===== src/rtl/data_mem_pkg.sv =====
// Shared MemOp encodings, access sizes and controller state type for the
// data-memory controller slice.
package data_mem_pkg;

    localparam logic [2:0] MEMOP_LB  = 3'b000;
    localparam logic [2:0] MEMOP_LH  = 3'b001;
    localparam logic [2:0] MEMOP_LW  = 3'b010;
    localparam logic [2:0] MEMOP_LBU = 3'b100;
    localparam logic [2:0] MEMOP_LHU = 3'b101;

    typedef enum logic [2:0] {
        ST_IDLE,
        ST_READ,
        ST_WAIT,
        ST_WRITE,
        ST_RESP
    } state_t;

    typedef enum logic [1:0] {
        SZ_BYTE,
        SZ_HALF,
        SZ_WORD
    } size_t;

    // Reserved encodings (011/110/111) fall through to word accesses.
    function automatic size_t memop_size(input logic [2:0] op);
        case (op)
            MEMOP_LB, MEMOP_LBU: memop_size = SZ_BYTE;
            MEMOP_LH, MEMOP_LHU: memop_size = SZ_HALF;
            default:             memop_size = SZ_WORD;
        endcase
    endfunction

    function automatic logic memop_signed(input logic [2:0] op);
        memop_signed = ~op[2];
    endfunction

endpackage


===== src/rtl/data_mem_ctrl_if.sv =====
// CPU-side request/response bundle of the data-memory controller.
interface data_mem_ctrl_if;
    logic        req_valid;
    logic        req_ready;
    logic        req_we;
    logic [31:0] req_addr;
    logic [2:0]  req_memop;
    logic [31:0] req_wdata;
    logic        resp_valid;
    logic [31:0] resp_rdata;
    logic        resp_err;

    modport master (
        output req_valid, req_we, req_addr, req_memop, req_wdata,
        input  req_ready, resp_valid, resp_rdata, resp_err
    );

    modport slave (
        input  req_valid, req_we, req_addr, req_memop, req_wdata,
        output req_ready, resp_valid, resp_rdata, resp_err
    );
endinterface


===== src/rtl/load_store_align.sv =====
// Byte/half lane extraction for loads and read-modify-write merge for
// sub-word stores; purely combinational.
module load_store_align
    import data_mem_pkg::*;
(
    input  logic [2:0]  memop,
    input  logic [1:0]  lane,
    input  logic [31:0] rdata,
    input  logic [15:0] wdata,
    output logic [31:0] load_data,
    output logic [31:0] store_data
);
    logic [7:0]  byte_v;
    logic [15:0] half_v;
    logic        sgn;

    always_comb begin
        sgn    = memop_signed(memop);
        half_v = lane[1] ? rdata[31:16] : rdata[15:0];
        case (lane)
            2'd0:    byte_v = rdata[7:0];
            2'd1:    byte_v = rdata[15:8];
            2'd2:    byte_v = rdata[23:16];
            default: byte_v = rdata[31:24];
        endcase

        load_data  = rdata;
        store_data = rdata;
        case (memop_size(memop))
            SZ_BYTE: begin
                load_data = sgn ? {{24{byte_v[7]}}, byte_v} : {24'd0, byte_v};
                case (lane)
                    2'd0:    store_data[7:0]   = wdata[7:0];
                    2'd1:    store_data[15:8]  = wdata[7:0];
                    2'd2:    store_data[23:16] = wdata[7:0];
                    default: store_data[31:24] = wdata[7:0];
                endcase
            end
            SZ_HALF: begin
                load_data = sgn ? {{16{half_v[15]}}, half_v} : {16'd0, half_v};
                if (lane[1]) store_data[31:16] = wdata;
                else         store_data[15:0]  = wdata;
            end
            default: ;
        endcase
    end
endmodule


===== src/rtl/data_mem_ctrl.sv =====
// Data-memory controller: CPU load/store requests onto a synchronous word RAM
// with read-modify-write for sub-word stores. Option: MISALIGN_TRAP_EN.
module data_mem_ctrl
    import data_mem_pkg::*;
#(
    parameter int unsigned ADDR_W = 15
) (
    input  logic                 clk,
    input  logic                 rst_n,
    data_mem_ctrl_if.slave       bus,
    output logic                 ram_en,
    output logic                 ram_we,
    output logic [ADDR_W-1:0]    ram_addr,
    output logic [31:0]          ram_wdata,
    input  logic [31:0]          ram_rdata
);
    state_t            state, state_nx;
    logic              accept;
    logic              misaligned;
    logic              we_q;
    logic              err_q;
    logic [ADDR_W+1:0] addr_q;
    logic [2:0]        memop_q;
    logic [31:0]       merged_q;
    logic [31:0]       rdata_q;
    logic [31:0]       load_data;
    logic [31:0]       store_data;

    assign accept = bus.req_valid && (state == ST_IDLE);

`ifdef MISALIGN_TRAP_EN
    always_comb begin
        case (memop_size(bus.req_memop))
            SZ_HALF: misaligned = bus.req_addr[0];
            SZ_WORD: misaligned = (bus.req_addr[1:0] != 2'b00);
            default: misaligned = 1'b0;
        endcase
    end
`else
    assign misaligned = 1'b0;
`endif

    load_store_align u_align (
        .memop      (memop_q),
        .lane       (addr_q[1:0]),
        .rdata      (ram_rdata),
        .wdata      (merged_q[15:0]),
        .load_data  (load_data),
        .store_data (store_data)
    );

    always_ff @(posedge clk or negedge rst_n) begin
        if (!rst_n) state <= ST_IDLE;
        else        state <= state_nx;
    end

    // merged_q carries the raw store data until WAIT overwrites it with the merge.
    always_ff @(posedge clk or negedge rst_n) begin
        if (!rst_n) begin
            we_q     <= 1'b0;
            err_q    <= 1'b0;
            addr_q   <= '0;
            memop_q  <= '0;
            merged_q <= '0;
            rdata_q  <= '0;
        end else begin
            case (state)
                ST_IDLE: if (accept) begin
                    we_q     <= bus.req_we;
                    err_q    <= misaligned;
                    addr_q   <= bus.req_addr[ADDR_W+1:0];
                    memop_q  <= bus.req_memop;
                    merged_q <= bus.req_wdata;
                end
                ST_WAIT: begin
                    if (we_q) merged_q <= store_data;
                    else      rdata_q  <= load_data;
                end
                default: ;
            endcase
        end
    end

    always_comb begin
        state_nx = state;
        case (state)
            ST_IDLE: if (accept) begin
                if (misaligned)
                    state_nx = ST_RESP;
                else if (bus.req_we && memop_size(bus.req_memop) == SZ_WORD)
                    state_nx = ST_WRITE;
                else
                    state_nx = ST_READ;
            end
            ST_READ:  state_nx = ST_WAIT;
            ST_WAIT:  state_nx = we_q ? ST_WRITE : ST_RESP;
            ST_WRITE: state_nx = ST_RESP;
            ST_RESP:  state_nx = ST_IDLE;
            default:  state_nx = ST_IDLE;
        endcase
    end

    always_comb begin
        ram_en    = (state == ST_READ) || (state == ST_WRITE);
        ram_we    = (state == ST_WRITE);
        ram_addr  = ram_en ? addr_q[ADDR_W+1:2] : '0;
        ram_wdata = ram_we ? merged_q : '0;
    end

    assign bus.req_ready  = (state == ST_IDLE);
    assign bus.resp_valid = (state == ST_RESP);
    // Last load result stays visible; store and trap completions present zero.
    assign bus.resp_rdata = (state == ST_RESP && (we_q || err_q)) ? '0 : rdata_q;
`ifdef MISALIGN_TRAP_EN
    assign bus.resp_err   = (state == ST_RESP) && err_q;
`else
    assign bus.resp_err   = 1'b0;
`endif
endmodule


===== src/flat_wrapper.sv =====
// flat-port wrapper written by rule: the top's interface ports become plain ports
module data_mem_ctrl_flat import data_mem_pkg::*;
#(
    parameter int unsigned ADDR_W = 15
)
  (clk, rst_n, ram_en, ram_we, ram_addr, ram_wdata, ram_rdata, bus_req_valid, bus_req_we, bus_req_addr, bus_req_memop, bus_req_wdata, bus_req_ready, bus_resp_valid, bus_resp_rdata, bus_resp_err);
  data_mem_ctrl_if bus_i ();
  input  logic clk;
  input  logic rst_n;
  output logic ram_en;
  output logic ram_we;
  output logic [ADDR_W-1:0] ram_addr;
  output logic [31:0] ram_wdata;
  input  logic [31:0] ram_rdata;
  input wire logic [$bits(bus_i.req_valid)-1:0] bus_req_valid;
  input wire logic [$bits(bus_i.req_we)-1:0] bus_req_we;
  input wire logic [$bits(bus_i.req_addr)-1:0] bus_req_addr;
  input wire logic [$bits(bus_i.req_memop)-1:0] bus_req_memop;
  input wire logic [$bits(bus_i.req_wdata)-1:0] bus_req_wdata;
  output wire logic [$bits(bus_i.req_ready)-1:0] bus_req_ready;
  output wire logic [$bits(bus_i.resp_valid)-1:0] bus_resp_valid;
  output wire logic [$bits(bus_i.resp_rdata)-1:0] bus_resp_rdata;
  output wire logic [$bits(bus_i.resp_err)-1:0] bus_resp_err;
  assign bus_i.req_valid = bus_req_valid;
  assign bus_i.req_we = bus_req_we;
  assign bus_i.req_addr = bus_req_addr;
  assign bus_i.req_memop = bus_req_memop;
  assign bus_i.req_wdata = bus_req_wdata;
  assign bus_req_ready = bus_i.req_ready;
  assign bus_resp_valid = bus_i.resp_valid;
  assign bus_resp_rdata = bus_i.resp_rdata;
  assign bus_resp_err = bus_i.resp_err;
  data_mem_ctrl #(.ADDR_W(ADDR_W)) u_core (.clk(clk), .rst_n(rst_n), .bus(bus_i), .ram_en(ram_en), .ram_we(ram_we), .ram_addr(ram_addr), .ram_wdata(ram_wdata), .ram_rdata(ram_rdata));
endmodule

===== config.mk =====
export PLATFORM = sky130hd
export DESIGN_NAME = data_mem_ctrl_flat
export DESIGN_NICKNAME = d
export VERILOG_FILES = /design/src/rtl/data_mem_pkg.sv /design/src/rtl/data_mem_ctrl_if.sv /design/src/rtl/load_store_align.sv /design/src/rtl/data_mem_ctrl.sv /design/src/flat_wrapper.sv
export SDC_FILE = /design/constraint.sdc
export NUM_CORES = 1
export LEC_CHECK = 0
export BUFFER_PORTS_ARGS = -buffer_cell sky130_fd_sc_hd__buf_2
export CAP_MARGIN = 20
export CORE_MARGIN = 2
export CORE_UTILIZATION = 38
export DETAILED_ROUTE_END_ITERATION = 10
export HOLD_SLACK_MARGIN = 0.02
export PLACE_DENSITY = 0.72
export SYNTH_ARGS = -nofsm -noshare
export SYNTH_HDL_FRONTEND = slang
export SYNTH_SLANG_ARGS = --single-unit

===== constraint.sdc =====
create_clock -name clk -period 2.1 [get_ports clk]
set_clock_uncertainty 0.15 [all_clocks]
set_input_delay 0.42 -clock clk [delete_from_list [all_inputs] [get_ports clk]]
set_output_delay 0.42 -clock clk [all_outputs]
set_load 0.02 [all_outputs]

==> reports/qor.yml, run 1 <==
run_status:
  status: "finished, violations left"
  violations: "setup timing"
final_layout:
  instances_no_fill: 944
  nets: 862
  num_antenna_cells: 0
  area_delta_synth_final_pct: 30.14
  final_cell_mix: "buf_2, dfrtp_1, nand2_1, nor2_1, buf_4"
  drive_above_1_share_pct: 36.52
  mostFrequentLayoutCell: "buf_2"
  fin_util_pct: 50.36
synth:
  ys_types: 46
  synthMuxAreaShare_pct: 11.60
  seq_area_frac_synth_pct: 41.31
  yosys.area_share.simple_pct: 23.15
  yosysWarnings: 0
  synth-compound-area-share_pct: 18.38
  yosysTopAreaCell: "dfrtp_1"
  synth_top_family_by_area: "simple AND/OR/NAND/NOR gates"
  async_reset_ff_share_pct: 100.0
  synthXorXnorAreaFrac_pct: 0
  yosys.area_share.adder_pct: 0
  syn_area_per_cell_um2: 9.065
  ys_ff_latch: 88
  synth_edf_count: 0
  syn_inst: 588
  synth_fp_nets: 691
  syn-cell-area_mm2: 0.005330
  synth.area.top_cells: "dfrtp_1, mux2_2, nor2b_1"
  synth-main-ff-cell: "dfrtp_1"
  synth.top_cell.area_share_pct: 41.31
place:
  dp.cells: 922
  numPortBuffers: 170
  place.gp.congestion: 0.9634
  hpwl_mm: 12.28
worst_setup_path:
  critPathSlowestCell: "dfrtp_2"
  critPathKind: "reg -> out"
  path_delay_family: "simple AND/OR/NAND/NOR gates"
  crit_path_end_kind: "output pin"
  slowest_delay_ns: 0.43
  path_cells: "nor3b_4 -> and2_4 -> buf_12 -> nor2b_1 -> buf_2"
  path_buf_inv: 2
  cp_max_fo: 32
  reg2reg_from: "u_core.state[1]$_DFFE_PN0P_"
  required_ns: 1.53
  startpoint: "u_core.state[1]$_DFFE_PN0P_"
  start_kind: "flip-flop"
  cp_data_arrival_time_ns: 1.56
detailed_routing:
  avgRoutedWirePerCell_um: 17.46
  drt_wl_total_mm: 16.48
  viasPerCell: 5.465
  first_iter_violations: 373
  drc: 0
  vias: 5159
  ant_nets: 0
  dr.pass1.iters: 5
sta:
  worst_pin_slew_ns: 0.7550
  slew_viol_final: 0
  rsz0062_at_grt: "true"
  relSlewSlack_pct: 49.57
  finalCriticalPeriod_ns: 2.128
  timing.final.hold_violations: 0
  hold_ws_ns: 0.1482
  min_period_over_period_pct: 101.3
  setup_viol: 32
  setup_tns_ns: -0.6030
  max_freq_mhz: 470.0
  setup_ws_ns: -0.02778
cts:
  clkTransAtPathRegs_ns: 0.06
  insertion_delay_ns: 0.35
  cts_sinks: 88
  clockRootBuffer: "clkbuf_16"
  cts_tree: "built"
  cts_buffers: 9
  max-clock-path-buffers: 2
  htree_levels: 3
floorplan:
  die_y_um: 122.4
  die_w_um: 122.4
  start_util_pct: 38.70
  dieArea_mm2: 0.01499
  rows: 43
  io_pins: 187
  coreArea_mm2: 0.01377
global_route:
  grt_pass1_vias: 4838
  grt_max_degree: 89
  grt_antenna_before_repair: 0
  grt_overflow_total: 0
  grtUsageTotal_pct: 22.27
  grt_pass1_wl_mm: 25.39
run:
  maxCapViolCount: 0
min_path:
  hold_class: "in -> reg"
  min_from: "bus_req_addr[5]"
power:
  ir_drop_mv: 0.7745
  p_leak_nw: 3.474
  p_per_area_mw_per_mm2: 1600
report_power, final:
group | leakage, nW | switching (W) | internal (W)
Sequential | 1.04 | 0.000688 | 0.00258
Combinational | 2.29 | 0.00348 | 0.00280
Clock | 0.145 | 0.000659 | 0.000893
per-layer routing:
metal | track usage [%] | up-vias | routed length (um)
met5 | 0 | - | 0
met2 | 35.73 | 214 | 7686
met3 | 5.669 | 30 | 1425
met4 | 7.184 | 0 | 401
li1 | - | 2418 | -
met1 | 29.45 | 2497 | 6963
logic make-up (layout without fill, tap and decap cells):
family,Yosys count,in the layout
compound gates,144,144
buf+inv,64,240
flops,88,88
mux,56,56
other cells,1,1
simple gates,235,235
metrics by stage:
step	instance area (um2)	power, W	setup WS, ns
global route	6937	0.01191	-0.09804
global placement	6584	0.009341	0.06829
CTS	6915	0.01111	-0.03379
detailed placement	6584	0.009459	0.005470
finish	6937	0.01110	-0.02778
floorplan	5341	0.007354	-0.08386
what timing repair did:
item | in CTS | in global routing
endpoints found under the setup margin | 84 | 87
hold endpoints to repair | 88 | 0
resized for setup | 4 | 6
buffers inserted | 4 | 1
hold buffers | 1 | 0
cells in the mapped netlist, drive strengths merged (5+ instances only):
| master | count |
|---|---|
| inv | 9 |
| nor2 | 57 |
| nand2 | 60 |
| mux2 | 36 |
| buf | 30 |
| nand2b | 5 |
| a221oi | 8 |
| a311oi | 5 |
| o21ai | 21 |
| nor2b | 39 |
| dfrtp | 88 |
| and2 | 17 |
| and3 | 36 |
| o211ai | 12 |
| a21oi | 38 |
| mux2i | 19 |
| o31ai | 13 |
| a211oi | 13 |
| clkbuf | 25 |
| a22o | 8 |
| a21o | 12 |
final cells by class:
cell class	count	area, um2
Inverter	9	33.78
Fill cell	1354	6837
Sequential cell	88	2207
Clock inverter	3	15.01
Tap cell	180	225.2
Multi-Input combinational cell	436	2867
Clock buffer	13	270.3
Timing Repair Buffer	215	1319
worst paths after layout:
kind                                                        end  slack [ns]  cells past startpoint
worst min-delay path               u_core.addr_q[5]$_DFFE_PN0P_        0.15                      2
worst min register to register  u_core.merged_q[16]$_DFFE_PN0P_        0.32                      2
worst max register to register    u_core.rdata_q[6]$_DFFE_PN0P_        0.13                      7
min in group asynchronous         u_core.memop_q[2]$_DFFE_PN0P_        0.50                      3
worst max-delay path                          bus_resp_rdata[7]       -0.03                      5
max in group asynchronous           u_core.state[1]$_DFFE_PN0P_        0.92                      3
state kept, by name, indices dropped and copies added, names as in the netlist:
name             flops
u_core.we_q          1
u_core.state         3
u_core.addr_q       17
u_core.memop_q       3
u_core.merged_q     32
u_core.rdata_q      32
worst reg2reg max path, stage by stage, from the launching register on:
cell	delay, ns
dfrtp_2	0.40
buf_4	0.19
buf_4	0.21
nor4b_4	0.36
buf_12	0.23
nor2b_1	0.08
a31oi_1	0.14
o31ai_1	0.10
Note: power is estimated with default switching activity, not from simulation.
==> run 2, diff against run 1 <==
--- a/config.mk
+++ b/config.mk
@@ -9,6 +9,7 @@
 export CAP_MARGIN = 20
 export CORE_MARGIN = 2
 export CORE_UTILIZATION = 38
+export CTS_CLUSTER_DIAMETER = 40
 export DETAILED_ROUTE_END_ITERATION = 10
 export HOLD_SLACK_MARGIN = 0.02
 export PLACE_DENSITY = 0.72
==> constraint.sdc (replaced) <==
create_clock -name clk -period 2.7 [get_ports clk]
set_clock_uncertainty 0.15 [all_clocks]
set_input_delay 0.54 -clock clk [delete_from_list [all_inputs] [get_ports clk]]
set_output_delay 0.54 -clock clk [all_outputs]
set_load 0.02 [all_outputs]
==> reports/qor.yml, run 2 (synthesized netlist as in run 1, its figures left out) <==
final_layout:
  nets: 844  # -2.1%
  final_cell_mix: "buf_2, dfrtp_1, nand2_1, nor2_1, nor2b_1"
  drive_above_1_share_pct: 34.45  # -2.1 points
  area_delta_synth_final_pct: 25.92
  mostFrequentLayoutCell: "buf_2"
  largestRegisters: "u_core.merged_q x32, u_core.rdata_q x32, u_core.addr_q x17"
  instances_no_fill: 926  # -1.9%
  num_antenna_cells: 0  # unchanged
  area.sequential_mm2: 0.002203  # -0.17%
  fill_cells: 1382  # +2.1%
  fin_util_pct: 48.73  # -1.6 points
  multiInputGateArea_mm2: 0.002853  # -0.48%
power:
  p_leak_nw: 3.357  # -3.4%
  p_per_area_mw_per_mm2: 1257  # -21%
  ir_drop_mv: 0.6458  # -17%
  finalPower_w: 0.008437  # -24%
sta:
  hold_ws_ns: 0.2675  # +0.1194 ns
  max_freq_mhz: 398.6
  slew_viol_final: 0  # unchanged
  min_period_over_period_pct: 92.92
  setup_viol: 0  # -100%
  rsz0062_at_grt: "false"
  relSlewSlack_pct: 61.86  # +12 points
  setup_tns_ns: 0  # +0.6030 ns
  timing.final.hold_violations: 0  # unchanged
  finalCriticalPeriod_ns: 2.509
  worst_pin_slew_ns: 0.5709  # -0.1840 ns
detailed_routing:
  drc: 0  # unchanged
  dr.pass1.iters: 5  # unchanged
  vias: 5035  # -2.4%
  viasPerCell: 5.437  # -0.51%
  drt_wl_total_mm: 16.74  # +1.6%
  first_iter_violations: 361  # -3.2%
  avgRoutedWirePerCell_um: 18.08  # +3.6%
  ant_nets: 0  # unchanged
global_route:
  grtUsageTotal_pct: 22.32  # +0.053 points
  grt_pass1_vias: 4830  # -0.17%
  grt_overflow_total: 0  # unchanged
  grt_antenna_before_repair: 0  # unchanged
  grt_max_degree: 42  # -53%
  grt_pass1_wl_mm: 25.51  # +0.49%
min_path:
  hold_class: "in -> reg"
  holdPathStages: 2  # unchanged
run:
  maxCapViolCount: 0  # unchanged
cts:
  htree_levels: 3  # unchanged
  cts_sinks: 88  # unchanged
  clockRootBuffer: "clkbuf_16"
  cts_buffers: 9  # unchanged
  clkTransAtPathRegs_ns: 0.06  # about the same
  insertion_delay_ns: 0.35  # about the same
  max-clock-path-buffers: 2  # unchanged
  cts_tree: "built"
floorplan:
  coreArea_mm2: 0.01377  # unchanged
  die_w_um: 122.4  # unchanged
  die_y_um: 122.4  # unchanged
  start_util_pct: 38.70  # unchanged
  dieArea_mm2: 0.01499  # unchanged
  io_pins: 187  # unchanged
  rows: 43  # unchanged
worst_setup_path:
  critPathKind: "reg -> out"
  cp_data_arrival_time_ns: 1.82  # +0.26 ns
  crit_path_end_kind: "output pin"
  start_kind: "flip-flop"
  cp_max_fo: 17  # -47%
  rrSetupSlack_ns: 0.61  # +0.48 ns
  required_ns: 2.01  # +0.48 ns
  rr_worst_depth: 6  # -1
place:
  hpwl_mm: 12.48  # +1.6%
  place.gp.congestion: 0.9741  # +1.1%
  dp.cells: 909  # -1.4%
  numPortBuffers: 170  # unchanged
run_status:
  status: "complete, no violations"
-- run 2: final cells by class --
type	instances	area share, %
clock buffers	10	3.561
inverters	9	0.5034
multi-input cells	436	42.51
clock inverters	6	1.230
well taps	180	3.356
flip-flops and latches	88	32.83
repair buffers	197	16.01
-- run 2: worst paths after layout --
| path | startpoint | end |
|---|---|---|
| max | u_core.state[0]$_DFFE_PN0P_ | ram_wdata[15] |
| min | bus_req_addr[4] | u_core.addr_q[4]$_DFFE_PN0P_ |
| max reg2reg | u_core.state[0]$_DFFE_PN0P_ | u_core.merged_q[9]$_DFFE_PN0P_ |
| min reg2reg | u_core.merged_q[21]$_DFFE_PN0P_ | u_core.merged_q[21]$_DFFE_PN0P_ |
| max in group asynchronous | rst_n | u_core.rdata_q[29]$_DFFE_PN0P_ |
| min in group asynchronous | rst_n | u_core.rdata_q[9]$_DFFE_PN0P_ |
-- run 2: layer usage --
| metal | share of wire [%] | GRT usage [%] | vias to the layer above |
|---|---|---|---|
| li1 | - | - | 2385 |
| met1 | 43 | 29.14 | 2401 |
| met4 | 2.2 | 6.394 | 0 |
| met5 | 0 | 0 | - |
| met3 | 7.9 | 5.762 | 31 |
| met2 | 47 | 36.56 | 218 |
-- run 2: through the flow --
step	setup WS [ns]	cell area (um2)
finish	0.1911	6711
global route	0.05618	6711
CTS	0.03027	6706
detailed placement	0.4249	6375
global placement	0.4407	6375
floorplan	0.1039	5330
-- run 2: worst max-delay path, stage by stage, from the launching register on --
cell and delay (ns):
dfrtp_1 0.60, nor2b_2 0.27, buf_4 0.22, and3_1 0.20, buf_2 0.17
-- run 2: where the power goes --
part | internal [W] | switching [W]
logic | 0.00187 | 0.00259
clock network | 0.000831 | 0.000543
registers | 0.00200 | 0.000600
-- run 2: repair_timing --
item                                    4_1_cts  5_1_grt
setup buffers                                 0        0
gates resized for setup                       0        2
endpoints found under the setup margin        0       32
endpoints found under the hold margin        25        0
hold buffers                                  1        0
==> run 3, diff against run 2 <==
--- a/config.mk
+++ b/config.mk
@@ -9,6 +9,7 @@
 export CAP_MARGIN = 20
 export CORE_MARGIN = 2
 export CORE_UTILIZATION = 38
+export CTS_BUF_LIST = sky130_fd_sc_hd__clkbuf_4
 export CTS_CLUSTER_DIAMETER = 40
 export DETAILED_ROUTE_END_ITERATION = 10
 export HOLD_SLACK_MARGIN = 0.02
==> reports/qor.yml, run 3 (synthesized netlist as in run 1, its figures left out) <==
run_status:
  status: "complete, no violations"
detailed_routing:
  dr.pass1.iters: 5  # unchanged
  drt_wl_total_mm: 16.86  # +0.73%
  first_iter_violations: 380  # +5.3%
  drc: 0  # unchanged
  vias: 5046  # +0.22%
  viasPerCell: 5.408  # -0.53%
  ant_nets: 0  # unchanged
  avgRoutedWirePerCell_um: 18.07  # about the same
final_layout:
  nets: 851  # +0.83%
  drive_above_1_share_pct: 35.06  # +0.61 points
  area_delta_synth_final_pct: 23.85
  fill_cells: 1410  # +2.0%
  largestRegisters: "u_core.merged_q x32, u_core.rdata_q x32, u_core.addr_q x17"
  finalInstanceArea_mm2: 0.006601  # -1.6%
  final_cell_mix: "buf_2, dfrtp_1, nand2_1, nor2_1, nor2b_1"
  num_antenna_cells: 0  # unchanged
  mostFrequentLayoutCell: "buf_2"
min_path:
  hold_class: "in -> reg"
floorplan:
  rows: 43  # unchanged
  io_pins: 187  # unchanged
  die_w_um: 122.4  # unchanged
  coreArea_mm2: 0.01377  # unchanged
  start_util_pct: 38.70  # unchanged
  dieArea_mm2: 0.01499  # unchanged
  die_y_um: 122.4  # unchanged
place:
  numPortBuffers: 170  # unchanged
  place.gp.congestion: 0.9741  # unchanged
  hpwl_mm: 12.48  # unchanged
  dpl_cell_area_mm2: 0.006375  # unchanged
global_route:
  grtUsageTotal_pct: 22.30  # about the same
  grt_pass1_wl_mm: 25.41  # -0.41%
  grt_pass1_vias: 4782  # -0.99%
  grt_antenna_before_repair: 0  # unchanged
  grt_max_degree: 42  # unchanged
  grt_overflow_total: 0  # unchanged
cts:
  max-clock-path-buffers: 2  # unchanged
  clockRootBuffer: "clkbuf_4"
  cts_sinks: 88  # unchanged
  clkTransAtPathRegs_ns: 0.14  # +0.08 ns
  htree_levels: 3  # unchanged
  cts_buffers: 9  # unchanged
  cts_tree: "built"
  insertion_delay_ns: 0.48  # +0.13 ns
sta:
  max_freq_mhz: 396.1  # -0.62%
  setup_tns_ns: 0  # unchanged
  setup_viol: 0  # unchanged
  min_period_over_period_pct: 93.50  # +0.58 points
  slew_viol_final: 0  # unchanged
  relSlewSlack_pct: 62.31  # +0.44 points
  worst_pin_slew_ns: 0.5643  # -0.006654 ns
  timing.final.hold_violations: 0  # unchanged
  finalCriticalPeriod_ns: 2.524  # +0.01557 ns
  rsz0062_at_grt: "false"
run:
  maxCapViolCount: 0  # unchanged
worst_setup_path:
  crit_path_end_kind: "output pin"
  cp_max_fo: 17  # unchanged
  path_cells: "buf_4 -> nor2b_2 -> buf_4 -> and3_1 -> buf_2"
  required_ns: 2.01  # about the same
  critPathKind: "reg -> out"
  worst_path_most_repeated_cell: "buf_4"
  path_buf_inv: 3  # +1
  critPathSlowestCell: "dfrtp_2"
  start_kind: "flip-flop"
  cp_data_arrival_time_ns: 1.83  # about the same
  slowest_delay_ns: 0.46  # -0.14 ns
  path_delay_family: "buffers and inverters"
power:
  ir_drop_mv: 0.6192  # -4.1%
  p_per_area_mw_per_mm2: 1208  # -3.9%
  p_leak_nw: 3.317  # -1.2%
==> run 3: cell types whose count changed in the layout (fill, tap and decap cells not counted), sizes merged <==
cell and delta:
clkinv +1, buf +7, clkbuf -1
==> run 3: routing by layer <==
metal	global-route usage [%]	share of wire, %	vias up
met5	0	0	-
met4	6.681	2.2	0
met3	5.901	8.2	27
met2	36.15	47	222
met1	29.23	43	2397
li1	-	-	2400
==> run 3: timing repair <==
| action | CTS | global route |
|---|---|---|
| gates cloned | 0 | 0 |
| hold buffers | 1 | 0 |
| hold endpoints to repair | 25 | 0 |
| buffers inserted | 0 | 7 |
| gates resized for setup | 3 | 1 |
| endpoints found under the setup margin | 32 | 32 |
==> run 3: path summary, 6_finish.rpt <==
kind,start,to,slack [ns],cells after the start
worst max-delay path,u_core.state[2]$_DFFE_PN0P_,ram_wdata[15],0.18,5
worst min-delay path,bus_req_addr[11],u_core.addr_q[11]$_DFFE_PN0P_,0.14,2
worst max register to register,u_core.addr_q[1]$_DFFE_PN0P_,u_core.rdata_q[10]$_DFFE_PN0P_,0.58,4
worst min register to register,u_core.merged_q[21]$_DFFE_PN0P_,u_core.merged_q[21]$_DFFE_PN0P_,0.35,2
max in group asynchronous,rst_n,u_core.merged_q[3]$_DFFE_PN0P_,1.39,3
min in group asynchronous,rst_n,u_core.rdata_q[9]$_DFFE_PN0P_,0.36,2
==> run 3: area by class of cell <==
| class | count | area, um2 | area share [%] |
|---|---|---|---|
| Sequential cell | 88 | 2205 | 33.40 |
| Clock inverter | 7 | 86.33 | 1.308 |
| Clock buffer | 9 | 67.56 | 1.024 |
| Multi-Input combinational cell | 436 | 2853 | 43.21 |
| Tap cell | 180 | 225.2 | 3.412 |
| Timing Repair Buffer | 204 | 1131 | 17.13 |
| Inverter | 9 | 33.78 | 0.5118 |
==> run 3: metrics by stage <==
| step | worst slack, ns | total power, W | util (%) | hold slack (ns) | std cells |
|---|---|---|---|---|---|
| 2_1_floorplan | 0.1039 | 0.005707 | - | 0.09441 | 588 |
| 3_3_place_gp | 0.4407 | 0.006972 | 46.28 | 0.3075 | 909 |
| 3_5_place_dp | 0.4249 | 0.007069 | 46.28 | 0.3144 | 909 |
| 4_1_cts | 0.04339 | 0.007925 | 47.52 | 0.09988 | 926 |
| 5_1_grt | 0.04475 | 0.008557 | 47.93 | 0.09010 | 933 |
| 6_report | 0.1755 | 0.007973 | 47.93 | 0.1378 | 933 |
==> run 3: where the power goes <==
| group | switching [W] | internal, W |
|---|---|---|
| registers | 0.000574 | 0.00199 |
| logic | 0.00263 | 0.00192 |
| clock network | 0.000493 | 0.000367 |
| total | 0.00370 | 0.00428 |
